### src/rtl/branch_cmp_pipe.sv
// branch_cmp_pipe: pipelined rs1/rs2 branch comparator with valid/ready
// handshake, flush, tag passthrough and saturating perf counters.
//
// Ports:
//   clk, rst            clock, synchronous active-high reset
//   in_valid/in_ready   request handshake (rs1_data, rs2_data, funct3, in_tag)
//   flush               drop every in-flight request
//   out_valid/out_ready result handshake (breq, brlt, taken, illegal, out_tag)
//   clr_cnt             clear cmp_count / taken_count
module branch_cmp_pipe #(
    parameter int XLEN   = 32,
    parameter int STAGES = 1,
    parameter int TAG_W  = 8,
    parameter int CNT_W  = 16
) (
    input  logic             clk,
    input  logic             rst,
    input  logic             in_valid,
    output logic             in_ready,
    input  logic [XLEN-1:0]  rs1_data,
    input  logic [XLEN-1:0]  rs2_data,
    input  logic [2:0]       funct3,
    input  logic [TAG_W-1:0] in_tag,
    input  logic             flush,
    output logic             out_valid,
    input  logic             out_ready,
    output logic             breq,
    output logic             brlt,
    output logic             taken,
    output logic             illegal,
    output logic [TAG_W-1:0] out_tag,
    input  logic             clr_cnt,
    output logic [CNT_W-1:0] cmp_count,
    output logic [CNT_W-1:0] taken_count
);

    if (STAGES < 1 || STAGES > 2) begin : g_bad_stages
        $error("branch_cmp_pipe: STAGES must be 1 or 2");
    end

    typedef struct packed {
        logic             valid;
        logic             breq;
        logic             brlt;
        logic             taken;
        logic             illegal;
        logic [TAG_W-1:0] tag;
    } stage_t;

    localparam logic [CNT_W-1:0] CNT_MAX = '1;

    stage_t st_q [STAGES];
    stage_t st_d [STAGES];

    logic cmp_eq;
    logic cmp_lt;
    logic cmp_taken;
    logic cmp_ill;
    logic use_signed;
    logic adv_last;
    logic adv_first;
    logic accept;
    logic out_hs;

    logic [CNT_W-1:0] cmp_cnt_q;
    logic [CNT_W-1:0] cmp_cnt_d;
    logic [CNT_W-1:0] tkn_cnt_q;
    logic [CNT_W-1:0] tkn_cnt_d;

    // Illegal encodings still report a signed less-than.
    always_comb begin
        cmp_ill    = (funct3[2:1] == 2'b01);
        use_signed = !funct3[1] || cmp_ill;
        cmp_eq     = (rs1_data == rs2_data);
        if (use_signed) begin
            cmp_lt = $signed(rs1_data) < $signed(rs2_data);
        end else begin
            cmp_lt = rs1_data < rs2_data;
        end
        cmp_taken = 1'b0;
        unique case (funct3)
            3'b000:  cmp_taken = cmp_eq;
            3'b001:  cmp_taken = !cmp_eq;
            3'b100:  cmp_taken = cmp_lt;
            3'b101:  cmp_taken = !cmp_lt;
            3'b110:  cmp_taken = cmp_lt;
            3'b111:  cmp_taken = !cmp_lt;
            default: cmp_taken = 1'b0;
        endcase
    end

    // A stage moves when it is empty or its successor moves.
    assign adv_last  = !st_q[STAGES-1].valid || out_ready;
    assign adv_first = (STAGES == 1) ? adv_last
                                     : (!st_q[0].valid || adv_last);
    assign in_ready  = adv_first && !flush;
    assign accept    = in_valid && in_ready;
    assign out_hs    = st_q[STAGES-1].valid && out_ready;

    always_comb begin
        st_d = st_q;
        if (STAGES > 1 && adv_last) begin
            st_d[STAGES-1] = st_q[0];
        end
        if (adv_first) begin
            st_d[0].valid = accept;
            // Data only loads on accept so bubbles keep the old result.
            if (accept) begin
                st_d[0].breq    = cmp_eq;
                st_d[0].brlt    = cmp_lt;
                st_d[0].taken   = cmp_taken && !cmp_ill;
                st_d[0].illegal = cmp_ill;
                st_d[0].tag     = in_tag;
            end
        end
        if (flush) begin
            for (int k = 0; k < STAGES; k++) begin
                st_d[k].valid = 1'b0;
            end
        end
    end

    // A result consumed in a flush cycle is still counted.
    always_comb begin
        cmp_cnt_d = cmp_cnt_q;
        tkn_cnt_d = tkn_cnt_q;
        if (clr_cnt) begin
            cmp_cnt_d = '0;
            tkn_cnt_d = '0;
        end else if (out_hs) begin
            if (cmp_cnt_q != CNT_MAX) begin
                cmp_cnt_d = cmp_cnt_q + CNT_W'(1);
            end
            if (st_q[STAGES-1].taken && tkn_cnt_q != CNT_MAX) begin
                tkn_cnt_d = tkn_cnt_q + CNT_W'(1);
            end
        end
    end

    always_ff @(posedge clk) begin
        if (rst) begin
            for (int k = 0; k < STAGES; k++) begin
                st_q[k] <= '0;
            end
            cmp_cnt_q <= '0;
            tkn_cnt_q <= '0;
        end else begin
            st_q      <= st_d;
            cmp_cnt_q <= cmp_cnt_d;
            tkn_cnt_q <= tkn_cnt_d;
        end
    end

    assign out_valid   = st_q[STAGES-1].valid;
    assign breq        = st_q[STAGES-1].breq;
    assign brlt        = st_q[STAGES-1].brlt;
    assign taken       = st_q[STAGES-1].taken;
    assign illegal     = st_q[STAGES-1].illegal;
    assign out_tag     = st_q[STAGES-1].tag;
    assign cmp_count   = cmp_cnt_q;
    assign taken_count = tkn_cnt_q;

endmodule
### config.mk
export PLATFORM = sky130hd
export DESIGN_NAME = branch_cmp_pipe
export DESIGN_NICKNAME = d
export VERILOG_FILES = /design/src/rtl/branch_cmp_pipe.sv
export SDC_FILE = /design/constraint.sdc
export NUM_CORES = 1
export LEC_CHECK = 0
export CAP_MARGIN = 20
export CORE_MARGIN = 3
export CORE_UTILIZATION = 46
export CTS_CLUSTER_SIZE = 30
export DETAILED_ROUTE_END_ITERATION = 16
export PLACE_DENSITY = 0.87
export SLEW_MARGIN = 15
export SYNTH_ARGS = -nofsm -noshare
export SYNTH_HDL_FRONTEND = slang
export SYNTH_SLANG_ARGS = --single-unit
### constraint.sdc
create_clock -name clk -period 6.8 [get_ports clk]
set_input_delay 1.02 -clock clk [delete_from_list [all_inputs] [get_ports clk]]
set_output_delay 1.02 -clock clk [all_outputs]
set_load 0.1 [all_outputs]
==> results of run 1 <==
## power by group through the flow
stage / logic [mW] / registers, mW / clock network, mW
floorplan: 0.0522 / 0.304 / 0
global placement: 0.146 / 0.276 / 0
detailed placement: 0.150 / 0.276 / 0
CTS: 0.151 / 0.270 / 0.155
global route: 0.163 / 0.270 / 0.165
finish: 0.150 / 0.269 / 0.151
## placed cells by master (no fill, tap or decap), types with 2 or more instances in the layout
master,instances
a21oi_1,36
o21ai_0,15
mux2i_1,2
nand4_1,14
xor2_1,14
clkbuf_8,5
nor2_1,30
nand2b_1,2
a2111o_1,2
ha_1,34
or4_1,2
inv_1,40
and2_1,2
a211o_1,3
xnor2_1,6
dfxtp_1,45
nand3_1,14
nor2b_1,2
clkdlybuf4s50_1,126
or3_1,10
and3_1,6
and4_1,5
nor4_1,2
nand2_1,43
nor3_1,4
## per-layer routing
metal	vias to the layer above	global-route usage, %	part of all wire (%)
met4	0	2.01	0.46
met1	1333	22.3	41
li1	1509	-	-
met2	83	39.6	51
met3	2	6.48	6.9
met5	-	0	0
## worst max-delay path: stages
cell,delay [ps]
clkdlybuf4s50_1,510
nor2b_1,80
nor2_1,80
clkdlybuf4s50_1,1130
## sequential cells by signal, indices dropped and copies added (netlist names)
register and count:
breq 1, brlt 1, cmp_count 16, illegal 1, out_tag 8, out_valid 1
taken 1, taken_count 16
## cells by family (layout without fill, tap and decap cells)
logic type               Yosys count  in the layout
AO/OA/AOI/OAI                     67             67
flip-flops                        45             45
XOR/XNOR                          20             20
multiplexers                       2              2
adder cells (fa/ha/maj)           34             34
buffers and inverters             48            172
AND/OR/NAND/NOR                  144            144
## cell type report
cell class / count / share of cell area, %
multi-input cells: 267 / 41.5
well taps: 75 / 2.21
repair buffers: 126 / 29.7
inverters: 40 / 3.54
clock inverters: 1 / 0.118
clock buffers: 5 / 1.62
flip-flops and latches: 45 / 21.2
## how the worst max path moves through the flow
stage / end / slack (ps) / start
floorplan: in_ready / 3470 / out_ready
global placement: in_ready / 2940 / out_ready
CTS: in_ready / 2940 / out_ready
finish: in_ready / 2950 / out_ready
global route: in_ready / 2860 / out_ready
detailed placement: in_ready / 2960 / out_ready
==> results.yml, run 1 <==
cts:
  insertion_delay_ps: 290
  clockRootBuffer: "clkbuf_8"
  cts_hold_buf: 0
  cts_buffers: 5
  htreeDepth: 2
  postCtsSetupRepairBufs: 0
  cts.path.max_buffers: 2
  cts_tree: "built"
  clk_pin_slew_ps: 70
  ctsResizeCount: 0
  clock-sinks: 45
routing:
  routed_wirelength_um: 7380
  wl_per_cell_um: 13.2
  drt_iter0_drc: 96
  vias: 2927
  viasPerCell: 5.24
  drc_errors: 0
  first_pass_iters: 5
  final_antenna_net_count: 0
synthesis:
  synth_edf_count: 0
  synth_compound_area_share_pct: 14.1
  yosys.area_share.adder_pct: 15.0
  synth_top_family_by_area: "simple AND/OR/NAND/NOR gates"
  synthMuxAreaShare_pct: 0.704
  syn-mean-instance-area_sq_um: 7.90
  synth_top_cell_area_share_pct: 31.7
  yosys.area_share.simple_pct: 26.0
  async_flop_share_pct: 0
  synth.most_common_cell: "dfxtp_1"
  syn_area_sq_mm: 0.00284
  ys_seq_area_share_pct: 31.7
  netlist_instances: 360
  synth_xor_area_share_pct: 6.16
  synth_flop_cell: "dfxtp_1"
  synthTopCellsByCount: "45 x dfxtp_1, 43 x nand2_1, 40 x inv_1, 36 x a21oi_1, 34 x ha_1"
  synth_area_leaders: "dfxtp_1 32%, ha_1 15%, a21oi_1 6.3%"
  ys_types: 45
  syn-num-nets: 475
  synth_area_leader_cell: "dfxtp_1"
  ys_ff_latch: 45
  yosys_warnings: 0
power:
  ir_worst_vdd_mv: 0.130
  clkPwrFrac_pct: 26.5
  seqPwrFrac_pct: 47.3
  power_density_mw_per_mm2: 134
  internal-power_mw: 0.407
  combPwrFrac_pct: 26.3
  power.leakage_nw: 1.69
  swShare_pct: 28.6
  power_switching_mw: 0.163
  p_total_mw: 0.570
grt:
  grt_pass1_wl_um: 12400
  antenna_found_initial: 0
  grt_max_degree: 34
  grt_pass1_vias: 2931
  grt-ovfl-total: 0
  grtUsageTotal_pct: 20.5
hold_path:
  hold_depth: 2
  hold_class: "reg -> reg"
  hold_start: "out_tag[1]"
  min_to: "out_tag[1]"
placement:
  placed_cells: 553
  dp_worst_setup_slack_ps: 2960
  dp_hpwl_um: 6190
  place.gp.congestion: 0.833
  numPortBuffers: 126
  placed_area_sq_mm: 0.00417
timing:
  finalSetupTns_ps: 0
  period_minus_slack_ps: 3850
  fin_crit_sh_pct: 56.6
  worst_pin_slew_ps: 1020
  hold_ws_ps: 455
  timing.final.ws_setup_ps: 2950
  grt_setup_unrepaired: "false"
  slew_headroom_pct: 31.9
  finalHoldViolCount: 0
  max_freq_mhz: 260
  setup_viol: 0
  finalMaxSlewViolations: 0
  finalClockSkew_ps: 5.89
finish:
  finalNonFillerCells: 559
  multi_input_area_sq_mm: 0.00176
  final_core_util_pct: 71.2
  fin_area_sq_mm: 0.00424
  antenna_cells: 0
  finalNetCount: 600
  area_growth_pct: 49.1
  fillerInstances: 487
  seqCellArea_sq_um: 901
  layout-drive-gt1-share_pct: 2.48
setup_path:
  worstPathRequired_ps: 5780
  crit_type: "in -> out"
  timing.rr.end: "taken_count[7]"
  reg2reg_depth: 6
  crit_path_start_kind: "input port"
  endpoint_kind: "output pin"
  r2r_start: "out_valid"
  ff2ff_setup_slack_ps: 4780
  crit_arrival_ps: 2830
  crit_fanout: 3
floorplanning:
  die_y_um: 84.6
  fp.dieW_um: 84.6
  ios: 127
  core_sq_mm: 0.00596
  die_area_sq_mm: 0.00716
  rows: 28
  initial_utilization_pct: 47.8
status:
  status: "complete, no violations"
job:
  drv_cap: 0
(Power assumes the default switching activity.)
==> run 2: changes to the inputs <==
- CORE_UTILIZATION: 46 -> 42
- PLACE_DENSITY: 0.87 -> 0.81
- clock period: 6.8 -> 4.01 ns (I/O delays scaled with it)
==> results.yml, run 2 (same netlist as run 1, synthesis figures left out) <==
status:
  status: "complete, no violations"
routing:
  wl_per_cell_um: 13.2
  final_antenna_net_count: 0
  viasPerCell: 5.28
  drc_errors: 0
  routed_wirelength_um: 7460
  vias: 2981
  first_pass_iters: 4
  drt_iter0_drc: 60
timing:
  finalSetupTns_ps: 0
  finalClockSkew_ps: 3.67
  timing.final.ws_setup_ps: 1240
  grt_setup_unrepaired: "false"
  max_freq_mhz: 362
  worst_pin_slew_ps: 1020
  setup_viol: 0
  finalMaxSlewViolations: 0
  finalHoldViolCount: 0
  fin_crit_sh_pct: 69.0
  period_minus_slack_ps: 2770
  slew_headroom_pct: 31.7
  hold_ws_ps: 463
setup_path:
  ff2ff_setup_slack_ps: 1970
  reg2reg_depth: 6
  crit_arrival_ps: 2950
  r2r_start: "taken_count[7]"
  worstPathRequired_ps: 4190
  timing.rr.end: "taken_count[15]"
  endpoint_kind: "flip-flop"
  crit_path_start_kind: "input port"
  crit_end: "taken"
  crit_fanout: 3
  crit_type: "in -> reg"
  critPathLaunch: "rs2_data[23]"
finish:
  finalNonFillerCells: 565
  final_common_cell: "clkdlybuf4s50_1"
  area_growth_pct: 51.2
  fillerInstances: 583
  layout-drive-gt1-share_pct: 3.28
  finalNetCount: 602
  final_core_util_pct: 66.6
  fin_area_sq_mm: 0.00430
  antenna_cells: 0
  final_cell_mix: "125 x clkdlybuf4s50_1, 45 x dfxtp_1, 43 x nand2_1"
job:
  drv_cap: 0
floorplanning:
  core_sq_mm: 0.00646
  fp.dieW_um: 88.3
  initial_utilization_pct: 44.0
  die_y_um: 88.3
  ios: 127
  die_area_sq_mm: 0.00780
  rows: 29
hold_path:
  hold_class: "reg -> reg"
  hold_start: "out_tag[6]"
  hold_depth: 2
cts:
  ctsResizeCount: 0
  cts.path.max_buffers: 2
  cts_hold_buf: 0
  clockRootBuffer: "clkbuf_8"
  htreeDepth: 2
  cts_tree: "built"
  clock-sinks: 45
  clk_pin_slew_ps: 80
  cts_buffers: 5
  postCtsSetupRepairBufs: 0
  insertion_delay_ps: 290
power:
  seqPwrFrac_pct: 43.0
  power_switching_mw: 0.283
  power_density_mw_per_mm2: 247
  p_total_mw: 1.06
  power.leakage_nw: 1.72
  combPwrFrac_pct: 23.9
  internal-power_mw: 0.779
  ir_worst_vdd_mv: 0.187
  swShare_pct: 26.7
  clkPwrFrac_pct: 33.0
placement:
  placed_cells: 557
  place.gp.congestion: 0.806
  dp_hpwl_um: 6200
  numPortBuffers: 126
  dp_worst_setup_slack_ps: 939
  placed_area_sq_mm: 0.00418
grt:
  grtUsageTotal_pct: 19.7
  antenna_found_initial: 0
  grt-ovfl-total: 0
  grt_pass1_vias: 3000
  grt_pass1_wl_um: 12400
  grt_max_degree: 34
==> run 2: cell types whose count changed in the layout (fill, tap and decap cells not counted), sizes merged <==
cell / delta
buf: +3
bufinv: +1
clkbuf: +2
clkdlybuf4s50: -1
clkinv: -1
==> run 2: worst min-delay path by stage <==
stage | to | slack (ps)
global placement | illegal | 440
CTS | out_tag[6] | 460
finish | out_tag[6] | 460
global route | out_tag[6] | 470
detailed placement | breq | 440
floorplan | out_valid | 680
==> run 2: layout make-up <==
type,count,area [sq um],share of cell area [%]
timing repair buffer,128,1270,29.6
sequential,45,901,21.0
inverter,40,150,3.49
multi-input combinational,267,1760,41.0
clock inverter,1,30.0,0.698
clock buffer,7,86.3,2.01
tap,77,96.3,2.24
==> run 2: power groups by stage <==
stage               registers, mW  clock network [mW]  logic (mW)
floorplan                   0.516                   0      0.0885
global placement            0.467                   0       0.250
detailed placement          0.468                   0       0.255
CTS                         0.457               0.360       0.256
global route                0.458               0.383       0.278
finish                      0.457               0.351       0.254
==> run 2: critical path, cell delays in order <==
cell and delay (ps):
clkdlybuf4s50_1 450, inv_1 40, ha_1 300, nand4_1 130
or4_4 550, nor2_1 220, nor4b_1 80, a211o_1 270
a211o_1 300
==> run 2: per-layer routing <==
metal	vias to the layer above	track usage (%)	wire length [um]	part of all wire, %
met1	1363	21.1	3010	40
met3	12	6.05	537	7.2
met2	88	36.9	3770	51
met5	-	0	0	0
li1	1518	-	-	-
met4	0	5.91	145	1.9
